### src/rtl/controller_port_responder.sv
// controller_port_responder
// Answers CPU reads of $4016/$4017 with one serial button bit per read from
// two standard 8-button pads. Button state is parallel-loaded while the pad
// strobe (OUT0) is high and shifted once per completed read while it is low.
module controller_port_responder #(
   parameter logic [7:0] OPEN_BUS_BITS = 8'h40,
   parameter int         SYNC_STAGES   = 2
) (
   input  logic       clock,
   input  logic       nreset,
   input  logic       naddr4016r,
   input  logic       naddr4017r,
   input  logic [2:0] addr4016w,
   input  logic [7:0] buttons1,
   input  logic [7:0] buttons2,
   output logic [7:0] data_out,
   output logic       data_oe,
   output logic [2:0] out_latch
);

   // Synchronizer chains for the raw pad inputs; the last stage is the
   // value the shift registers load from.
   logic [7:0] sync1_pipe [SYNC_STAGES];
   logic [7:0] sync2_pipe [SYNC_STAGES];
   logic [7:0] sync1;
   logic [7:0] sync2;

   // Serial shift registers, one per pad; bit 0 is the next bit returned.
   logic [7:0] sr1;
   logic [7:0] sr2;

   // Registered strobe level and previous read-strobe levels.
   logic       strobe_q;
   logic       r16_q;
   logic       r17_q;

   // A read completes when the active-low strobe returns high.
   logic       done16;
   logic       done17;

   assign sync1  = sync1_pipe[SYNC_STAGES-1];
   assign sync2  = sync2_pipe[SYNC_STAGES-1];
   assign done16 = naddr4016r & ~r16_q;
   assign done17 = naddr4017r & ~r17_q;

   // Move raw button levels through the synchronizer stages.
   always_ff @(posedge clock or negedge nreset) begin
      if (!nreset) begin
         for (int i = 0; i < SYNC_STAGES; i++) begin
            sync1_pipe[i] <= 8'h00;
            sync2_pipe[i] <= 8'h00;
         end
      end else begin
         sync1_pipe[0] <= buttons1;
         sync2_pipe[0] <= buttons2;
         for (int i = 1; i < SYNC_STAGES; i++) begin
            sync1_pipe[i] <= sync1_pipe[i-1];
            sync2_pipe[i] <= sync2_pipe[i-1];
         end
      end
   end

   // Capture the CPU's OUT latch level and the pad strobe bit every clock.
   always_ff @(posedge clock or negedge nreset) begin
      if (!nreset) begin
         out_latch <= 3'b000;
         strobe_q  <= 1'b0;
      end else begin
         out_latch <= addr4016w;
         strobe_q  <= addr4016w[0];
      end
   end

   // Remember last clock's read-strobe levels so each read is seen once;
   // reset parks them high so a strobe released after reset cannot shift.
   always_ff @(posedge clock or negedge nreset) begin
      if (!nreset) begin
         r16_q <= 1'b1;
         r17_q <= 1'b1;
      end else begin
         r16_q <= naddr4016r;
         r17_q <= naddr4017r;
      end
   end

   // Pad 1 shifter: load wins over shift; ones fill in from the top so an
   // exhausted pad reads back 1.
   always_ff @(posedge clock or negedge nreset) begin
      if (!nreset) begin
         sr1 <= 8'h00;
      end else if (strobe_q) begin
         sr1 <= sync1;
      end else if (done16) begin
         sr1 <= {1'b1, sr1[7:1]};
      end
   end

   // Pad 2 shifter, independent of pad 1.
   always_ff @(posedge clock or negedge nreset) begin
      if (!nreset) begin
         sr2 <= 8'h00;
      end else if (strobe_q) begin
         sr2 <= sync2;
      end else if (done17) begin
         sr2 <= {1'b1, sr2[7:1]};
      end
   end

   // Drive the CPU data-in mux while a read strobe is low; $4016 has priority.
   always_comb begin
      data_out = 8'h00;
      data_oe  = 1'b0;
      if (!naddr4016r) begin
         data_out = {OPEN_BUS_BITS[7:1], sr1[0]};
         data_oe  = 1'b1;
      end else if (!naddr4017r) begin
         data_out = {OPEN_BUS_BITS[7:1], sr2[0]};
         data_oe  = 1'b1;
      end
   end

endmodule

### config.mk
export PLATFORM = sky130hd
export DESIGN_NAME = controller_port_responder
export DESIGN_NICKNAME = d
export VERILOG_FILES = /design/src/rtl/controller_port_responder.sv
export SDC_FILE = /design/constraint.sdc
export NUM_CORES = 1
export LEC_CHECK = 0
export ABC_CLOCK_PERIOD_IN_PS = 1300
export CAP_MARGIN = 25
export CORE_MARGIN = 1
export CORE_UTILIZATION = 30
export CTS_CLUSTER_DIAMETER = 40
export DETAILED_ROUTE_END_ITERATION = 6
export PLACE_DENSITY_LB_ADDON = 0.05
export REMOVE_ABC_BUFFERS = 1
export SLEW_MARGIN = 25
export SYNTH_ARGS = -nofsm -noshare
export SYNTH_HDL_FRONTEND = slang
export SYNTH_SLANG_ARGS = --single-unit
### constraint.sdc
create_clock -name clock -period 1.3 [get_ports clock]
set_input_delay 0.26 -clock clock [delete_from_list [all_inputs] [get_ports clock]]
set_output_delay 0.26 -clock clock [all_outputs]
set_load 0.005 [all_outputs]
* Word-level counts from Yosys, hierarchy flattened
Index checks and enable logic that the tools add are counted.
Word-level totals: output and inout port bits 12, input bits 23, register bits 54
Cells by class: reductions and logical operators 2, bitwise logic cells 4, muxes and demuxes 8
Operator list (number):
- $mux W8 | 4
- $mux W7 | 2
- $reduce_bool A2 Y1 | 2
- $and A1 B1 Y1 | 2
- $mux W1 | 2
- $not A1 Y1 | 2

* Longest topological paths before layout
Gate-level depths: netlist (run 1).
depth after elaboration 4, mapped depth 5

* Worst setup path after synthesis (run 1)
No wires, ideal clock.
path type register -> register, start point reg, netlist name out_latch[0], end point reg sr1[5], stages on the path, launching flop included 5, library setup time 126 ps, buffers on the path 3, data arrival time 1036 ps, slack 138 ps, cells stage by stage dfrtp_1 buf_6 buf_8 buf_6 a221o_1
RTL lines:
- end signal, assigned | line 92 | sr1 <= sync1;
- end signal, assigned | line 94 | sr1 <= {1'b1, sr1[7:1]};
- end, declared | line 29 | logic [7:0] sr1;

==> out/results.tsv, run 1 <==
metric	value	unit
path_class	register to register	
grt_max_degree	54	
wl_met3	153	µm
status	finished, final reports clean	
fmax	775	MHz
dieHeight	82.2	µm
min_path_type	register to register	
hold_depth	0	
clkTransAtPathRegs	0.09	ns
cts_buffers	5	
crit_chain	buf_6 > clkbuf_16 > and2b_2 > a221o_1	
num_vias	1058	
fp.coreArea	0.00606	mm²
ys_ff_latch	53	
irDropWorstVdd	0.539	mV
antenna_found_initial	0	
die-area	0.00676	mm²
tns	0	ns
ctsHtreeMaxLevel	2	
yosysUniqueCellTypes	19	
grt_pass1_vias	1101	
vias_per_cell	4.48	
power_leakage	0.00111	µW
critPathSlowestCell	dfrtp_1	
critPathCaptureType	register	
reg2reg_slack	0.01	ns
powerDensity	1290	mW/mm²
reg2regPathDepth	4	
place_congestion	0.668	
io_pins	35	
clk_latency	0.29	ns
synthesis.area	0.00193	mm²
fin_nets	183	
drtPass1Iterations	4	
drv_cap	0	
clock_skew	0.00856	ns
critical-path-top-delay-family	flip-flops	
dpl.hpwl	1.75	mm
min_to	sync1[2]	
grt_use_total	10.6	%
initial_utilization	31.8	%
wl_met2	1.50	mm
cts_root_buffer	clkbuf_8	
yosysSeqAreaShare	68.9	%
antenna_left	0	
cp_data_required_time	1.48	ns
cts_tree	built	
met1_length	1.53	mm
netlist_instances	124	
drc	0	
reg2reg_from	out_latch[0]	
drive_above_1_share	20.5	%
period_minus_slack	1.29	ns
antenna_cells	0	
cts_buffer_depth	2	
holdCritStartpoint	sync1_pipe[10]	
setup_viol	0	
syn_area_per_cell	15.6	µm²
final.period_utilization	99.2	%
rows	28	
area_growth	29.1	%
finalHoldViolations	0	
top_layer_used	met4	
final_cell_area	0.00249	mm²
grt-ovfl-total	0	
io_buffer_count	28	
cts.sinks	53	
slew_violations	0	
synth-warning-count	0	
dpl-instance-area	0.00225	mm²
wl_per_cell	13.6	µm
path_max_fanout	5	
crit_buf_inv	2	
grt_pass1_wl	5.20	mm
drtIter0Drc	39	
start_kind	register	
die_w	82.2	µm
drt_wl_total	3.21	mm
rr_endpoint	sr1[3]	
cp.arrival	1.47	ns
critical_path.max_stage_delay	0.38	ns
rsz0062_at_grt	yes	
==> power by group <==
| part | leakage [µW] | switching [µW] | internal [µW] |
|---|---|---|---|
| clock network | 0.0000554 | 496 | 578 |
| logic | 0.000431 | 125 | 205 |
| registers | 0.000621 | 46.1 | 1760 |
| total | 0.00111 | 668 | 2540 |
==> flip-flops by register name (all words and copies together) (netlist names) <==
register    flops
out_latch       3
r16_q           1
r17_q           1
sr1             8
sr2             8
sync1           8
sync1_pipe      8
sync2           8
sync2_pipe      8
==> how the worst max path moves through the flow <==
stage / startpoint / endpoint / slack [ns] / cells after the start
after floorplan: out_latch[0] / sr1[3] / -0.33 / 2
after global placement: naddr4016r / data_out[0] / -0.46 / 4
after detailed placement: naddr4016r / data_out[0] / -0.48 / 4
after CTS: sr1[0] / data_out[0] / -0.02 / 3
after global routing: out_latch[0] / sr1[6] / -0.03 / 4
final: out_latch[0] / sr1[3] / 0.01 / 4
==> cell usage after synthesis <==
master | instances | area share [%]
clkbuf_1 | 3 | 0.58
dfstp_2 | 2 | 2.7
a21oi_1 | 2 | 0.52
nor4bb_1 | 7 | 3.6
buf_8 | 1 | 0.78
inv_1 | 1 | 0.19
nor2_1 | 2 | 0.39
dfrtp_1 | 51 | 66
nand2_1 | 1 | 0.19
nand3b_1 | 1 | 0.39
a221o_1 | 14 | 7.3
nand2b_1 | 2 | 0.65
and2b_2 | 7 | 3.2
conb_1 | 1 | 0.19
nor2b_1 | 9 | 2.9
buf_6 | 4 | 2.3
buf_4 | 8 | 3.1
and4bb_1 | 7 | 4.5
o21ai_0 | 1 | 0.26
==> what timing repair did <==
item / CTS / global route
endpoints found under the hold margin: 51 / 0
cloned: 1 / 2
buffers inserted: 2 / 1
gates resized for setup: 15 / 5
endpoints found under the setup margin: 16 / 11
hold buffers: 1 / 0
pin swaps: 3 / 1
==> cell type report <==
| cell class | count | area [µm²] |
|---|---|---|
| timing repair buffer | 40 | 444 |
| tap | 75 | 93.8 |
| fill | 576 | 3570 |
| clock buffer | 6 | 72.6 |
| clock inverter | 2 | 38.8 |
| inverter | 1 | 3.75 |
| sequential | 53 | 1330 |
| multi-input combinational | 59 | 508 |
==> placed cells by master, fill, tap and decap left out, types with 2 or more instances in the layout <==
cell type,n
clkbuf_16,2
buf_12,2
clkbuf_8,5
nor2b_1,9
clkdlybuf4s50_1,19
and2b_2,7
nor2_1,2
buf_4,4
dfstp_2,2
a221o_1,14
buf_6,3
nor4bb_1,5
conb_1,6
a21oi_1,2
dlygate4sd2_1,6
and4bb_1,7
dfrtp_1,51
==> worst reg2reg max path: cells and delay by family, from the launching register on <==
kind | cells | cell delay (ns)
buf+inv | 2 | 0.31
compound gates | 1 | 0.28
flops | 1 | 0.38
simple gates | 1 | 0.21
==> stage by stage <==
| step | utilization, % | hold slack (ns) | setup WS [ns] | instances | total power [µW] |
|---|---|---|---|---|---|
| 2_1_floorplan | - | -0.0356 | -0.326 | 113 | 1950 |
| 3_3_place_gp | 37.1 | 0.275 | -0.462 | 221 | 2120 |
| 3_5_place_dp | 37.1 | 0.275 | -0.478 | 221 | 2130 |
| 4_1_cts | 40.0 | 0.352 | -0.0204 | 233 | 3250 |
| 5_1_grt | 41.1 | 0.365 | -0.0281 | 236 | 3390 |
| 6_report | 41.1 | 0.353 | 0.0103 | 236 | 3210 |
==> cells by family after synthesis <==
group                  count (synthesis)  share of synthesized area [%]
AO/OA/AOI/OAI                         17                           8.04
buffers and inverters                 17                           7.00
flip-flops                            53                           68.9
other                                  1                          0.194
AND/OR/NAND/NOR                       36                           15.9
==> metal layers <==
layer	track usage (%)	vias up
met5	0	-
met4	4.74	0
met3	3.74	2
met2	15.9	30
met1	13.8	528
li1	-	498
Note: power is estimated with default switching activity, not from simulation.
==> run 2: changes to the inputs <==
--- a/config.mk
+++ b/config.mk
@@ -7,7 +7,7 @@
 export LEC_CHECK = 0
 export ABC_CLOCK_PERIOD_IN_PS = 1300
 export CAP_MARGIN = 25
-export CORE_MARGIN = 1
+export CORE_MARGIN = 2
 export CORE_UTILIZATION = 30
 export CTS_CLUSTER_DIAMETER = 40
 export DETAILED_ROUTE_END_ITERATION = 6
==> run 2 against run 1 <==
Non-clock buffer count is the same. Count of clock-buffer cells in the layout stayed put. First-iteration DRC count fell by 21%. Die area increased by 4.9%. Register-to-register slack gained 0.04 ns. Sequential cell count did not move. Global-route usage shrank 0.66 points. Via count rose by 1.2%. Cell area shrank 0.80%. Critical path type unchanged. Largest cell class unchanged.
==> out/results.tsv, run 2 (synthesized netlist as in run 1, its figures left out) <==
metric	value	unit
setup_viol	0	
final_common_cell	dfrtp_1	
dpl.hpwl	1.90	mm
drc	0	
grt_pass1_wl	5.48	mm
grt_max_degree	54	
path_class	register to register	
drtPass1Iterations	4	
antenna_left	0	
finalHoldViolations	0	
drive_above_1_share	21.1	%
hold_depth	0	
mostFrequentLayoutCells	dfrtp_1, clkdlybuf4s50_1, a221o_1	
fin_nets	183	
period_minus_slack	1.25	ns
status	finished, final reports clean	
critPathCaptureType	register	
dieHeight	84.2	µm
power_leakage	0.00110	µW
place_congestion	0.644	
min_path_type	register to register	
antenna_found_initial	0	
io_buffer_count	28	
cts_root_buffer	clkbuf_8	
grt-ovfl-total	0	
grt_pass1_vias	1088	
grt_use_total	9.95	%
antenna_cells	0	
rows	29	
wl_per_cell	14.3	µm
rsz0062_at_grt	yes	
cts.sinks	53	
final.period_utilization	96.5	%
cts_buffer_depth	2	
cts_tree	built	
start_kind	register	
die_w	84.2	µm
drt_wl_total	3.39	mm
area_growth	28.0	%
cp.arrival	1.45	ns
fp.coreArea	0.00628	mm²
slew_violations	0	
p_total	3110	µW
drtIter0Drc	31	
die-area	0.00709	mm²
ctsHtreeMaxLevel	2	
reg2regPathDepth	4	
clkTransAtPathRegs	0.10	ns
io_pins	35	
irDropWorstVdd	0.643	mV
powerDensity	1260	mW/mm²
initial_utilization	30.7	%
num_vias	1071	
drv_cap	0	
cp_data_required_time	1.49	ns
clock_skew	0.00764	ns
fmax	797	MHz
cts_buffers	5	
vias_per_cell	4.50	
path_max_fanout	10	
whs	0.353	ns
clk_latency	0.30	ns
==> run 2: worst max-delay path, stage by stage, from the launching register on <==
cell and delay [ns]:
dfrtp_1 0.37, buf_6 0.14, buf_12 0.12, and2b_2 0.20, a221o_1 0.31
==> run 2: timing repair <==
action,CTS,global route
cloned,0,2
pin swaps,3,2
resized for setup,16,7
endpoints found under the hold margin,51,0
buffers inserted,1,2
hold buffers,1,0
endpoints found under the setup margin,14,12
==> run 2: report_power, final <==
| part | total, µW | switching (µW) | leakage [µW] | internal [µW] |
|---|---|---|---|---|
| combinational | 325 | 125 | 0.000424 | 201 |
| clock | 982 | 540 | 0.0000518 | 443 |
| sequential | 1800 | 46.0 | 0.000621 | 1760 |
==> run 2: metal layers <==
| layer | vias up | share of wire (%) | global-route usage (%) |
|---|---|---|---|
| met1 | 537 | 48 | 13.2 |
| met5 | - | 0 | 0 |
| met3 | 5 | 5.9 | 4.03 |
| li1 | 498 | - | - |
| met4 | 0 | 1.3 | 4.40 |
| met2 | 31 | 45 | 14.4 |
==> run 2: path summary, 6_finish.rpt <==
check	startpoint	to	slack [ns]
setup / recovery	out_latch[0]	sr1[3]	0.05
hold / removal	sync2_pipe[10]	sync2[2]	0.35
setup reg to reg	out_latch[0]	sr1[3]	0.05
hold reg to reg	sync2_pipe[10]	sync2[2]	0.35
max in group asynchronous	nreset	r17_q	0.54
min in group asynchronous	nreset	sync1[3]	0.46
==> run 2: cell type report <==
cell class | count | area [µm²]
Clock buffer | 6 | 82.6
Multi-Input combinational cell | 59 | 508
Inverter | 1 | 3.75
Sequential cell | 53 | 1330
Fill cell | 591 | 3810
Timing Repair Buffer | 40 | 433
Clock inverter | 2 | 17.5
Tap cell | 77 | 96.3
==> run 2: stage by stage <==
stage	utilization, %	setup TNS (ns)	instance area [µm²]	setup WS [ns]	std cells
after CTS	37.8	-0.00955	2370	-0.00646	234
after floorplan	-	-3.61	1820	-0.326	113
after global placement	36.0	-6.65	2260	-0.521	224
after global routing	39.3	-0.140	2470	-0.0339	238
final	39.3	0	2470	0.0453	238
after detailed placement	36.0	-6.72	2260	-0.516	224
